File: config.mk
export PLATFORM = sky130hd
export DESIGN_NAME = time_fnd_display
export DESIGN_NICKNAME = d
export VERILOG_FILES = /design/src/rtl/time_fmt_pkg.sv /design/src/rtl/bcd_to_fnd.sv /design/src/rtl/time_fnd_display.sv
export SDC_FILE = /design/constraint.sdc
export NUM_CORES = 1
export LEC_CHECK = 0
export CAP_MARGIN = 20
export CORE_ASPECT_RATIO = 1.1
export CORE_UTILIZATION = 40
export CTS_CLUSTER_SIZE = 8
export DETAILED_ROUTE_END_ITERATION = 16
export PLACE_DENSITY = 0.74
export SYNTH_ARGS = -nofsm -noshare
export SYNTH_HDL_FRONTEND = slang
export SYNTH_SLANG_ARGS = --single-unit
export TNS_END_PERCENT = 1
File: constraint.sdc
create_clock -name clk -period 5.68 [get_ports clk]
set_clock_uncertainty 0.05 [all_clocks]
set_input_delay 1.42 -clock clk [delete_from_list [all_inputs] [get_ports clk]]
set_output_delay 1.42 -clock clk [all_outputs]
set_load 0.01 [all_outputs]
File: src/rtl/time_fmt_pkg.sv
// Shared layout, range limits and segment fonts for the packed 24-bit time word
// {hour[4:0], min[5:0], sec[5:0], msec[6:0]} used by the display path.
package time_fmt_pkg;

  localparam int HOUR_MSB = 23;
  localparam int HOUR_LSB = 19;
  localparam int MIN_MSB  = 18;
  localparam int MIN_LSB  = 13;
  localparam int SEC_MSB  = 12;
  localparam int SEC_LSB  = 7;
  localparam int MSEC_MSB = 6;
  localparam int MSEC_LSB = 0;

  localparam logic [6:0] HOUR_MAX = 7'd23;
  localparam logic [6:0] MIN_MAX  = 7'd59;
  localparam logic [6:0] SEC_MAX  = 7'd59;
  localparam logic [6:0] MSEC_MAX = 7'd99;

  // Colon blink: dp on the hour.min page is lit during the first half second.
  localparam logic [6:0] DP_BLINK_LIMIT = 7'd50;

  localparam logic [3:0] CODE_DASH = 4'hE;

  localparam logic [7:0] FONT_0     = 8'hC0;
  localparam logic [7:0] FONT_1     = 8'hF9;
  localparam logic [7:0] FONT_2     = 8'hA4;
  localparam logic [7:0] FONT_3     = 8'hB0;
  localparam logic [7:0] FONT_4     = 8'h99;
  localparam logic [7:0] FONT_5     = 8'h92;
  localparam logic [7:0] FONT_6     = 8'h82;
  localparam logic [7:0] FONT_7     = 8'hF8;
  localparam logic [7:0] FONT_8     = 8'h80;
  localparam logic [7:0] FONT_9     = 8'h90;
  localparam logic [7:0] FONT_DASH  = 8'hBF;
  localparam logic [7:0] FONT_BLANK = 8'hFF;

  typedef enum logic {
    PAGE_SEC_MSEC = 1'b0,
    PAGE_HOUR_MIN = 1'b1
  } page_e;

  function automatic logic [3:0] tens_digit(input logic [6:0] value);
    logic [6:0] q;
    q = value / 7'd10;
    return q[3:0];
  endfunction

  function automatic logic [3:0] ones_digit(input logic [6:0] value);
    logic [6:0] r;
    r = value % 7'd10;
    return r[3:0];
  endfunction

endpackage

File: src/rtl/bcd_to_fnd.sv
// Combinational decimal-digit to active-low 7-segment font, {dp,g,f,e,d,c,b,a}.
// A dash always shows with its decimal point dark; unknown codes blank the digit.
module bcd_to_fnd
  import time_fmt_pkg::*;
(
  input  logic [3:0] i_code,
  input  logic       i_dp,
  output logic [7:0] o_font
);

  logic [7:0] w_glyph;
  logic       w_is_digit;

  // Glyph lookup for the digit code
  always_comb begin
    w_glyph    = FONT_BLANK;
    w_is_digit = 1'b1;
    case (i_code)
      4'd0:      w_glyph = FONT_0;
      4'd1:      w_glyph = FONT_1;
      4'd2:      w_glyph = FONT_2;
      4'd3:      w_glyph = FONT_3;
      4'd4:      w_glyph = FONT_4;
      4'd5:      w_glyph = FONT_5;
      4'd6:      w_glyph = FONT_6;
      4'd7:      w_glyph = FONT_7;
      4'd8:      w_glyph = FONT_8;
      4'd9:      w_glyph = FONT_9;
      CODE_DASH: begin
        w_glyph    = FONT_DASH;
        w_is_digit = 1'b0;
      end
      default: begin
        w_glyph    = FONT_BLANK;
        w_is_digit = 1'b0;
      end
    endcase
  end

  // Merge the decimal point (active-low bit 7) onto real digits only
  always_comb begin
    o_font = w_glyph;
    if (i_dp && w_is_digit) begin
      o_font = {1'b0, w_glyph[6:0]};
    end else begin
      o_font = w_glyph;
    end
  end

endmodule

File: src/rtl/time_fnd_display.sv
// Four-digit multiplexed 7-segment driver for watch/stopwatch time words; the
// shown word and page are latched once per scan frame so a frame never tears.
module time_fnd_display
  import time_fmt_pkg::*;
#(
  parameter int CLK_HZ  = 100_000_000,
  parameter int SCAN_HZ = 1_000
) (
  input  logic        clk,
  input  logic        rst,
  input  logic [23:0] i_watch_data,
  input  logic [23:0] i_stopwatch_data,
  input  logic        i_mode,
  input  logic        i_page,
  output logic [3:0]  o_fnd_com,
  output logic [7:0]  o_fnd_font
);

  localparam int TICK_DIV = CLK_HZ / SCAN_HZ;
  localparam int CNT_W    = (TICK_DIV > 2) ? $clog2(TICK_DIV) : 1;
  localparam logic [CNT_W-1:0] CNT_LAST = CNT_W'(TICK_DIV - 1);

  logic [CNT_W-1:0] r_cnt;
  logic [1:0]       r_digit_sel;
  logic [23:0]      r_snap;
  page_e            r_page;
  logic [3:0]       r_fnd_com;
  logic [7:0]       r_fnd_font;

  logic       w_tick;
  logic       w_frame_end;
  logic [6:0] w_hour;
  logic [6:0] w_min;
  logic [6:0] w_sec;
  logic [6:0] w_msec;
  logic [6:0] w_hi_val;
  logic [6:0] w_lo_val;
  logic       w_hi_ok;
  logic       w_lo_ok;
  logic [3:0] w_code;
  logic       w_dp;
  logic [7:0] w_font;

  assign w_tick      = (r_cnt == CNT_LAST);
  assign w_frame_end = w_tick && (r_digit_sel == 2'd3);

  assign w_hour = {2'b00, r_snap[HOUR_MSB:HOUR_LSB]};
  assign w_min  = {1'b0,  r_snap[MIN_MSB:MIN_LSB]};
  assign w_sec  = {1'b0,  r_snap[SEC_MSB:SEC_LSB]};
  assign w_msec = r_snap[MSEC_MSB:MSEC_LSB];

  // Scan-rate divider: wraps on the tick cycle
  always_ff @(posedge clk or negedge rst) begin
    if (!rst) begin
      r_cnt <= '0;
    end else if (w_tick) begin
      r_cnt <= '0;
    end else begin
      r_cnt <= r_cnt + CNT_W'(1);
    end
  end

  // Digit pointer advances once per tick, modulo four
  always_ff @(posedge clk or negedge rst) begin
    if (!rst) begin
      r_digit_sel <= 2'd0;
    end else if (w_tick) begin
      r_digit_sel <= r_digit_sel + 2'd1;
    end else begin
      r_digit_sel <= r_digit_sel;
    end
  end

  // Frame snapshot: taken as the last digit goes out, so the next d0 uses it
  always_ff @(posedge clk or negedge rst) begin
    if (!rst) begin
      r_snap <= 24'd0;
      r_page <= PAGE_SEC_MSEC;
    end else if (w_frame_end) begin
      r_snap <= i_mode ? i_stopwatch_data : i_watch_data;
      r_page <= page_e'(i_page);
    end else begin
      r_snap <= r_snap;
      r_page <= r_page;
    end
  end

  // Field pair for the current page and its range check
  always_comb begin
    w_hi_val = w_sec;
    w_lo_val = w_msec;
    w_hi_ok  = 1'b1;
    w_lo_ok  = 1'b1;
    if (r_page == PAGE_HOUR_MIN) begin
      w_hi_val = w_hour;
      w_lo_val = w_min;
      w_hi_ok  = (w_hour <= HOUR_MAX);
      w_lo_ok  = (w_min  <= MIN_MAX);
    end else begin
      w_hi_val = w_sec;
      w_lo_val = w_msec;
      w_hi_ok  = (w_sec  <= SEC_MAX);
      w_lo_ok  = (w_msec <= MSEC_MAX);
    end
  end

  // Digit code and decimal point for the digit currently being scanned
  always_comb begin
    w_code = CODE_DASH;
    w_dp   = 1'b0;
    case (r_digit_sel)
      2'd3: w_code = w_hi_ok ? tens_digit(w_hi_val) : CODE_DASH;
      2'd2: begin
        w_code = w_hi_ok ? ones_digit(w_hi_val) : CODE_DASH;
        w_dp   = (r_page == PAGE_SEC_MSEC) || (w_msec < DP_BLINK_LIMIT);
      end
      2'd1: w_code = w_lo_ok ? tens_digit(w_lo_val) : CODE_DASH;
      2'd0: w_code = w_lo_ok ? ones_digit(w_lo_val) : CODE_DASH;
      default: begin
        w_code = CODE_DASH;
        w_dp   = 1'b0;
      end
    endcase
  end

  bcd_to_fnd u_bcd_to_fnd (
    .i_code (w_code),
    .i_dp   (w_dp),
    .o_font (w_font)
  );

  // Output registers: dark after reset, then refreshed on every tick
  always_ff @(posedge clk or negedge rst) begin
    if (!rst) begin
      r_fnd_com  <= 4'b1111;
      r_fnd_font <= FONT_BLANK;
    end else if (w_tick) begin
      r_fnd_com  <= ~(4'b0001 << r_digit_sel);
      r_fnd_font <= w_font;
    end else begin
      r_fnd_com  <= r_fnd_com;
      r_fnd_font <= r_fnd_font;
    end
  end

  assign o_fnd_com  = r_fnd_com;
  assign o_fnd_font = r_fnd_font;

endmodule

---- Word-level counts from Yosys, hierarchy flattened ----
Index checks and enable logic that the tools add are counted.
operators by class
  add/subtract/negate cells ............... 2
  divide/modulo/power cells ............... 4
  order comparisons ....................... 5
  equal/unequal tests ..................... 14
  shift-type cells ........................ 1
  muxes and demuxes ....................... 15
  bitwise operators ....................... 2
  reduce and logical (&&, ||, !) cells .... 6
operators with widths
  cell                     count
  $pmux W7 S11             1
  $mux W24                 1
  $add A17 B1 Y17 const B  1
  $eq A17 B17 Y1 const B   1
  $mux W17                 1
  $eq A4 B3 Y1 const B     4
  $mux W4                  4
  $pmux W4 S4              1
  $div A7 B4 Y7 const B    2
  $mod A7 B4 Y7 const B    2
  $eq A4 B4 Y1 const B     3
  $le A6 B6 Y1 const B     2
  $reduce_or A10 Y1        1
  $eq A4 B2 Y1 const B     2
  $mux W8                  1
  $le A7 B7 Y1 const B     1
  $lt A7 B6 Y1 const B     1
  $mux W7                  1
  $mux W6                  1
  $le A5 B5 Y1 const B     1
  $eq A2 B2 Y1 const B     2
  $eq A4 B1 Y1 const B     1
  $logic_not A4 Y1         1
  $mux W1                  4
  8 further kinds          9
word-level totals
  register bits ........................... 56
  bits of input ports ..................... 52
  output and inout bits ................... 12
  logic and storage cells ................. 55

---- Longest topological paths before layout ----
Gate-level depths: netlist (run 1).
  word-level depth ........................ 9
  mapped depth ............................ 21

---- Cells and area by module ----
Synthesis (run 1) repeated with hierarchy kept, for this count alone.
second synthesis, totals
  cell total of the unflattened synthesis .. 399
  area, all modules ....................... 3768.6 sq um
by module, submodules not included
  module            times used  cells an instance  area each (sq um)
  time_fnd_display  1           375                3585.9
  bcd_to_fnd        1           24                 182.7

---- Least setup slack after synthesis (run 1) ----
Ideal clock, no wire load.
  path kind ............................... flip-flop to flip-flop
  from .................................... reg r_page
  to ...................................... reg r_fnd_font[2] (netlist: o_fnd_font[2])
  arrival ................................. 4.647 ns
  data required time ...................... 5.543 ns
  setup slack ............................. 0.896 ns
  cell stages (with the launch flop) ...... 21
  path buffers ............................ 2
  period minus slack after synthesis ...... 4.784 ns
  cells stage by stage .................... dfrtp_1 buf_6 buf_4 mux2i_1 ha_1 nor2_1 a211oi_1 or2_2 ha_1 or4bb_1 and3_4 a211oi_4 nor2_1 xnor2_1 ha_1 a21oi_2 o311a_1 o311ai_4 nand2_2 and2_1 o31ai_2
on the way
  longest elaborated chain between the ends .. 7
  elaborated cells between the ends (all ways) .. 26
  those cells by class .................... div (4); eq/ne (10); mux (11); reduce/logical (1)
ends and longest elaborated chain
  item                                            RTL line                                text
  from (decl)                                     time_fnd_display.sv:26                  page_e r_page;
  from (signal assigned)                          time_fnd_display.sv:81                  r_page <= page_e'(i_page);
  from (signal assigned)                          time_fnd_display.sv:84                  r_page <= r_page;
  $mux W7 or $mux W6 (tied branches)              time_fnd_display.sv:94                  if (r_page == PAGE_HOUR_MIN) begin
  $mod A7 B4 Y7 or $div A7 B4 Y7 (tied branches)  time_fmt_pkg.sv:50, time_fmt_pkg.sv:44
  $mux W4, on equally long branches               n/a
  $pmux W4 S4 *                                   time_fnd_display.sv:111                 case (r_digit_sel)
  $eq A4 B4 Y1 (tied with other cells)            bcd_to_fnd.sv:18                        case (i_code)
  $pmux W7 S11 *                                  bcd_to_fnd.sv:18
  $mux W8 *                                       bcd_to_fnd.sv:43                        if (i_dp && w_is_digit) begin
  to (signal assigned)                            time_fnd_display.sv:139                 r_fnd_font <= w_font;
  to (signal assigned)                            time_fnd_display.sv:142                 r_fnd_font <= r_fnd_font;
  to (decl)                                       time_fnd_display.sv:28                  logic [7:0] r_fnd_font;
Mark *: on every way between the ends. The rest lies on a longest branch, timed or not.
A chain may end at the register's enable or synchronous reset.

---- Worst setup path after layout (run 1) ----
  from .................................... reg r_page
  to ...................................... reg r_fnd_font[6] (netlist: o_fnd_font[6])
Same word-level chain as after synthesis.

==> results by group, run 1 <==
Outcome
  • Status: complete, no violations

Timing
  • Max-slew violation count: 0
  • Final period utilization: about 93%
  • RSZ-0062 raised after global routing: false
  • Endpoints failing hold: 0
  • Least-Margin Pin Slew: around 0.81 ns
  • TNS Setup: 0 ns
  • Fmax: roughly 190 MHz
  • Crit path time final: between 5 and 6 ns
  • Slew Limit Headroom: 45.9%
  • WHS: roughly 0.43 ns
  • Final setup violation count: 0

Cells and area
  • Most common cell after layout, fill and taps aside: clkdlybuf4s50_1
  • Post-Layout Cell Count: 595
  • Area growth syn-to-layout: 20.7%
  • Ant. Diodes: 0
  • Most frequent cells in the layout: clkdlybuf4s50_1 (62), nand2_1 (52), dfrtp_1 (44)
  • Layout cells sized above 1: between 10% and 20%
  • Layout Nets: 540

Synth
  • Cells after synthesis: 422
  • #FFs+latches synth: 56
  • Post-Syn Area: approximately 0.0039 mm²
  • Avg Inst Size Synth: between 9 and 10 µm²
  • Ys async rst share: 100%
  • Ys flop type: dfrtp_1
  • Sequential area share after synthesis: a little over a third
  • Synthesized Nets: between 400 and 500
  • Yosys warns: 0
  • Synth unique cells: 69
  • Number of synthesized flops with an enable pin: 0

Routing
  • DRT Wirelength: ~8300 µm
  • Initial drt markers: 107
  • Routed WL per cell: between 10 and 15 µm
  • DR vias/cell: roughly 5.5
  • Remaining DRCs: 0
  • Number of nets still failing antenna checks after routing: 0
  • Drt pass-1 iters: 5
  • DR vias: 3301

Critical path
  • CP Cell Sequence: mux2i_1, inv_1, ha_1, or2_2, a21oi_1, or2_2, ha_1, or4bb_1, and3_4, a211oi_4, nor2_1, xnor2_1, ha_1, a21oi_2, o31a_1, o31ai_2, a32o_1, mux2_2, nand3_1
  • CP max stage cell: or4bb_1
  • R2r worst-path depth: 19
  • CP peak stage delay: approximately 0.51 ns
  • WP data arrival: approximately 5.5 ns
  • R2r setup slk: 0.39 ns
  • Req. time, crit path: 5.89 ns
  • Critical path capture point type: flop
  • Crit path max fanout: 11
  • Crit Reg-Reg Startpoint: r_page$_DFFE_PN0P_
  • Crit path launch type: flop
  • Setup CP Type: flop to flop
  • Cell mode on critical path: ha_1
  • Reg-to-reg endpoint: o_fnd_font[6]$_DFFE_PN1N_

Clock tree
  • Resize count post-CTS: 0
  • Cts-stage hold buffer count: 0
  • Root Driver: clkbuf_8
  • Skew-Pair Late Insertion Delay: between 0.3 and 0.4 ns
  • CTS buffer count: 5
  • TritonCTS clock tree: built
  • Worst-path clk slew: 0.10 ns
  • Clk buf depth: 2
  • H-tree lvl count: 2
  • Setup Buffers After CTS: 0
  • Clk sinks: 56

Placed design
  • Dpl hpwl: 6340 µm
  • Placer congestion estimate: 0.854
  • Cells after DPL: 587
  • IO Port Bufs: 63

Floorplan
  • Die height: roughly 110 µm
  • I/O pin count: 64
  • Die footprint: approximately 0.010 mm²
  • Core Region: about 0.0094 mm²
  • Die width: 95.8 µm
  • Row cnt: 37
  • Initial cell density of the core: 41.2%

Power
  • Power per cell area: 154 mW/mm²
  • Pleak: between 0.0015 and 0.002 µW
  • Max VDD drop: roughly 0.095 mV

Hold path
  • HP Class: flop to flop
  • Hold_sp: o_fnd_font[0]$_DFFE_PN1N_
  • Hold path endpoint: o_fnd_font[0]$_DFFE_PN1N_
  • Hold path depth: 2

GRT
  • Tot GR Track Use: roughly 18%
  • Largest net degree at the start of global routing: 57
  • Global route total overflow: 0
  • Vias in the first global route: 3224
  • First-pass GRT wire length: about 15000 µm
  • Antenna violations before repair: 0

Flow run
  • Max-cap violation count: 0
-- logic make-up after synthesis --
kind of cell    share of synthesized area (%)
compound gates                           20.6
xor+xnor                                 3.85
fa+ha+maj                                3.56
buf+inv                                  3.78
flops                                    36.6
mux                                      10.6
simple gates                             21.0
-- worst max-delay path by stage --
stage / startpoint / endpoint / depth (start not counted) / slack, ns
after floorplan: r_page$_DFFE_PN0P_ / o_fnd_font[2]$_DFFE_PN1N_ / 20 / 0.90
after global placement: r_page$_DFFE_PN0P_ / o_fnd_font[6]$_DFFE_PN1N_ / 18 / 0.74
after detailed placement: r_page$_DFFE_PN0P_ / o_fnd_font[6]$_DFFE_PN1N_ / 18 / 0.51
after CTS: r_page$_DFFE_PN0P_ / o_fnd_font[6]$_DFFE_PN1N_ / 18 / 0.43
after global routing: r_page$_DFFE_PN0P_ / o_fnd_font[6]$_DFFE_PN1N_ / 18 / 0.08
final: r_page$_DFFE_PN0P_ / o_fnd_font[6]$_DFFE_PN1N_ / 19 / 0.39
-- report_power, final --
group | internal (µW) | switching [µW] | total, µW
Sequential | 399 | 0.652 | 400
Clock | 87.9 | 136 | 223
Combinational | 53.9 | 43.9 | 97.8
Total | 541 | 180 | 721
-- synthesized netlist by cell type (6+ instances only) --
cell type | n | area [µm²]
a21oi_1 | 11 | 55.1
clkbuf_1 | 15 | 56.3
dfrtp_1 | 44 | 1100
dfstp_2 | 12 | 315
ha_1 | 11 | 138
inv_1 | 13 | 48.8
mux2_2 | 7 | 78.8
mux2i_1 | 33 | 330
nand2_1 | 52 | 195
nand3_1 | 22 | 110
nor2_1 | 25 | 93.8
nor3_1 | 6 | 30.0
o21ai_0 | 40 | 200
xnor2_1 | 9 | 78.8
xor2_1 | 8 | 70.1
-- layer usage --
layer / GRT usage [%] / vias to the layer above / part of all wire [%]
li1: - / 1660 / -
met1: 24.5 / 1517 / 48
met2: 28.2 / 111 / 45
met3: 3.57 / 13 / 5.3
met4: 5.65 / 0 / 1.7
met5: 0 / - / 0
-- flip-flops by register name, summed over array words and instances, names as in the netlist --
| register | flops |
|---|---|
| o_fnd_font | 8 |
| r_digit_sel | 2 |
| o_fnd_com | 4 |
| r_snap | 24 |
| r_page | 1 |
| r_cnt | 17 |
-- metrics by stage --
step / area (µm²) / worst slack (ns) / power (µW) / util [%]
after floorplan: 3870 / 0.896 / 455 / -
after global placement: 4580 / 0.741 / 503 / 48.8
after detailed placement: 4580 / 0.510 / 505 / 48.8
after CTS: 4670 / 0.428 / 728 / 49.7
after global routing: 4670 / 0.0829 / 752 / 49.7
final: 4670 / 0.393 / 721 / 49.7
-- cell type report --
| type | instances | area, µm² |
|---|---|---|
| Fill cell | 875 | 4730 |
| Inverter | 13 | 48.8 |
| Tap cell | 117 | 146 |
| Clock inverter | 3 | 21.3 |
| Clock buffer | 5 | 68.8 |
| Multi-Input combinational cell | 333 | 2310 |
| Timing Repair Buffer | 68 | 663 |
| Sequential cell | 56 | 1420 |
-- critical path, delay by kind of cell, from the launching register on --
kind                     cells  cell delay [ns]
buffers and inverters        1             0.11
adder cells (fa/ha/maj)      3             0.68
AO/OA/AOI/OAI                6             1.53
XOR/XNOR                     1             0.21
multiplexers                 2             0.72
AND/OR/NAND/NOR              6             1.45
flip-flops                   1             0.46
(Power assumes the default switching activity.)
==> run 2: changes to the inputs <==
--- a/config.mk
+++ b/config.mk
@@ -10,7 +10,6 @@
 export CORE_UTILIZATION = 40
 export CTS_CLUSTER_SIZE = 8
 export DETAILED_ROUTE_END_ITERATION = 16
-export PLACE_DENSITY = 0.74
 export SYNTH_ARGS = -nofsm -noshare
 export SYNTH_HDL_FRONTEND = slang
 export SYNTH_SLANG_ARGS = --single-unit
==> run 2 against run 1 <==
Net effect:
- non-clock buffer count stayed put
- cell area barely moved
- worst setup slack better by 0.033 ns
- critical endpoint unchanged
- critical path type unchanged
- first-iteration DRC count down 15%
- critical path depth fell by 1
- clock-buffer cell count rose by 1
==> results by group, run 2 (synthesis gave the netlist of run 1 again) <==
Clock tree
  • Resize count post-CTS: 0 (unchanged)
  • Clk buf depth: 2 (unchanged)
  • Worst-path clk slew: 0.11 ns (about the same)
  • Setup Buffers After CTS: 0 (unchanged)
  • CTS buffer count: 5 (unchanged)
  • Cts-stage hold buffer count: 0 (unchanged)
  • Clk sinks: 56 (unchanged)
  • Root Driver: clkbuf_8
  • TritonCTS clock tree: built
  • H-tree lvl count: 2 (unchanged)
  • Skew-Pair Late Insertion Delay: 0.32 ns (about the same)

Critical path
  • Critical path capture point type: flop
  • Worst Setup SP: r_page$_DFFE_PN0P_
  • Crit path max fanout: 11 (unchanged)
  • WP data arrival: 5.45 ns (-0.04 ns)
  • Crit Reg-Reg Startpoint: r_page$_DFFE_PN0P_
  • Setup CP Type: flop to flop
  • Crit path launch type: flop
  • Req. time, crit path: 5.88 ns (about the same)

Cells and area
  • Finished Cell Area: 0.00467 mm² (about the same)
  • Layout cells sized above 1: 10.5% (-0.21 points)
  • Most common cell after layout, fill and taps aside: clkdlybuf4s50_1
  • Top reg by flops: r_snap
  • Most frequent cells in the layout: clkdlybuf4s50_1 (62), nand2_1 (52), dfrtp_1 (44)
  • Area growth syn-to-layout: 20.6% (about the same)
  • Post-layout util: 49.7% (about the same)
  • Layout Nets: 540 (unchanged)
  • Max reg flops: 24 (unchanged)
  • Ant. Diodes: 0 (unchanged)

GRT
  • Vias in the first global route: 3169 (-1.7%)
  • First-pass GRT wire length: 14600 µm (+0.47%)
  • Tot GR Track Use: 17.9% (-0.037 points)
  • Global route total overflow: 0 (unchanged)
  • Antenna violations before repair: 0 (unchanged)
  • Largest net degree at the start of global routing: 57 (unchanged)

Power
  • Power per cell area: 154 mW/mm² (-0.48%)
  • Internal Pwr Total: 541 µW (about the same)
  • Clock share of power: 30.7% (-0.3 points)
  • Switching Fraction: 24.5% (-0.47 points)
  • Share of power burned in registers: 55.7% (+0.2 points)
  • Max VDD drop: 0.0987 mV (+4.3%)
  • Pleak: 0.00198 µW (about the same)
  • Combinational power share: 13.6% (about the same)
  • Psw: 176 µW (-2.4%)

Timing
  • Endpoints failing hold: 0 (unchanged)
  • Fmax: 190 MHz (+0.62%)
  • Least-Margin Pin Slew: 0.812 ns (+0.00412 ns)
  • Final period utilization: 92.5% (-0.57 points)
  • TNS Setup: 0 ns (unchanged)
  • Slew Limit Headroom: 45.6% (-0.28 points)
  • Max-slew violation count: 0 (unchanged)
  • WHS: 0.426 ns (-0.00147 ns)
  • Crit path time final: 5.25 ns (-0.0326 ns)
  • Final setup violation count: 0 (unchanged)
  • RSZ-0062 raised after global routing: false

Floorplan
  • Initial cell density of the core: 41.2% (unchanged)
  • Row cnt: 37 (unchanged)
  • Die height: 105 µm (unchanged)
  • I/O pin count: 64 (unchanged)
  • Core Region: 0.00940 mm² (unchanged)
  • Die footprint: 0.0101 mm² (unchanged)
  • Die width: 95.8 µm (unchanged)

Routing
  • Number of nets still failing antenna checks after routing: 0 (unchanged)
  • DRT Wirelength: 8310 µm (+0.45%)
  • Routed WL per cell: 14.0 µm (+0.45%)
  • Remaining DRCs: 0 (unchanged)
  • Drt pass-1 iters: 4 (-1)
  • Initial drt markers: 91 (-15%)
  • DR vias/cell: 5.48 (-1.3%)
  • DR vias: 3259 (-1.3%)

Placed design
  • IO Port Bufs: 63 (unchanged)
  • Placed Area: 0.00458 mm² (unchanged)
  • Dpl hpwl: 6350 µm (+0.31%)
  • Placer congestion estimate: 0.837 (-1.9%)

Hold path
  • HP Class: flop to flop
  • Hold_sp: o_fnd_font[0]$_DFFE_PN1N_

Outcome
  • Status: complete, no violations

Flow run
  • Max-cap violation count: 0 (unchanged)
-- run 2: routing by layer --
layer  up-vias  part of all wire (%)  GRT usage (%)
met5         -                     0              0
met4         0                   1.4           4.90
met3        11                   4.0           2.91
met2        79                    45           27.6
met1      1511                    49           25.6
li1       1658                     -              -
-- run 2: per-stage QoR --
step	std cells	power, µW	setup slack, ns
after floorplan	422	455	0.896
after global placement	587	505	0.696
after detailed placement	587	506	0.552
after CTS	595	729	0.456
after global routing	595	757	0.0423
final	595	717	0.426
-- run 2: cell type report --
cell class	instances	area [µm²]
Clock buffer	6	72.6
Clock inverter	2	13.8
Fill cell	915	4730
Inverter	13	48.8
Multi-Input combinational cell	333	2310
Sequential cell	56	1420
Tap cell	117	146
Timing Repair Buffer	68	663
-- run 2: path summary, 6_finish.rpt --
kind / endpoint / slack, ns / cells after the start
max: o_fnd_font[6]$_DFFE_PN1N_ / 0.43 / 18
min: o_fnd_font[0]$_DFFE_PN1N_ / 0.43 / 2
max reg2reg: o_fnd_font[6]$_DFFE_PN1N_ / 0.43 / 18
min reg2reg: o_fnd_font[0]$_DFFE_PN1N_ / 0.43 / 2
max in group asynchronous: r_snap[15]$_DFFE_PN0P_ / 3.94 / 2
min in group asynchronous: r_digit_sel[0]$_DFFE_PN0N_ / 1.17 / 2
-- run 2: power by group through the flow --
stage / sequential (µW) / clock (µW) / combinational [µW]
finish: 400 / 220 / 97.5
global placement: 407 / 0 / 97.9
CTS: 400 / 231 / 98.9
global route: 400 / 249 / 108
floorplan: 407 / 0 / 48.3
detailed placement: 407 / 0 / 98.7
-- run 2: worst max-delay path, stage by stage (launching register included) --
cell,delay [ns]
dfrtp_1,0.43
mux2i_1,0.48
ha_1,0.33
nor2_1,0.12
a211oi_1,0.30
or2_2,0.21
ha_1,0.18
or4bb_1,0.51
and3_4,0.21
a211oi_4,0.28
nor2_1,0.15
xnor2_1,0.19
ha_1,0.22
a21oi_2,0.08
o31a_1,0.30
o31ai_2,0.21
a32o_1,0.45
mux2_2,0.39
nand3_1,0.08
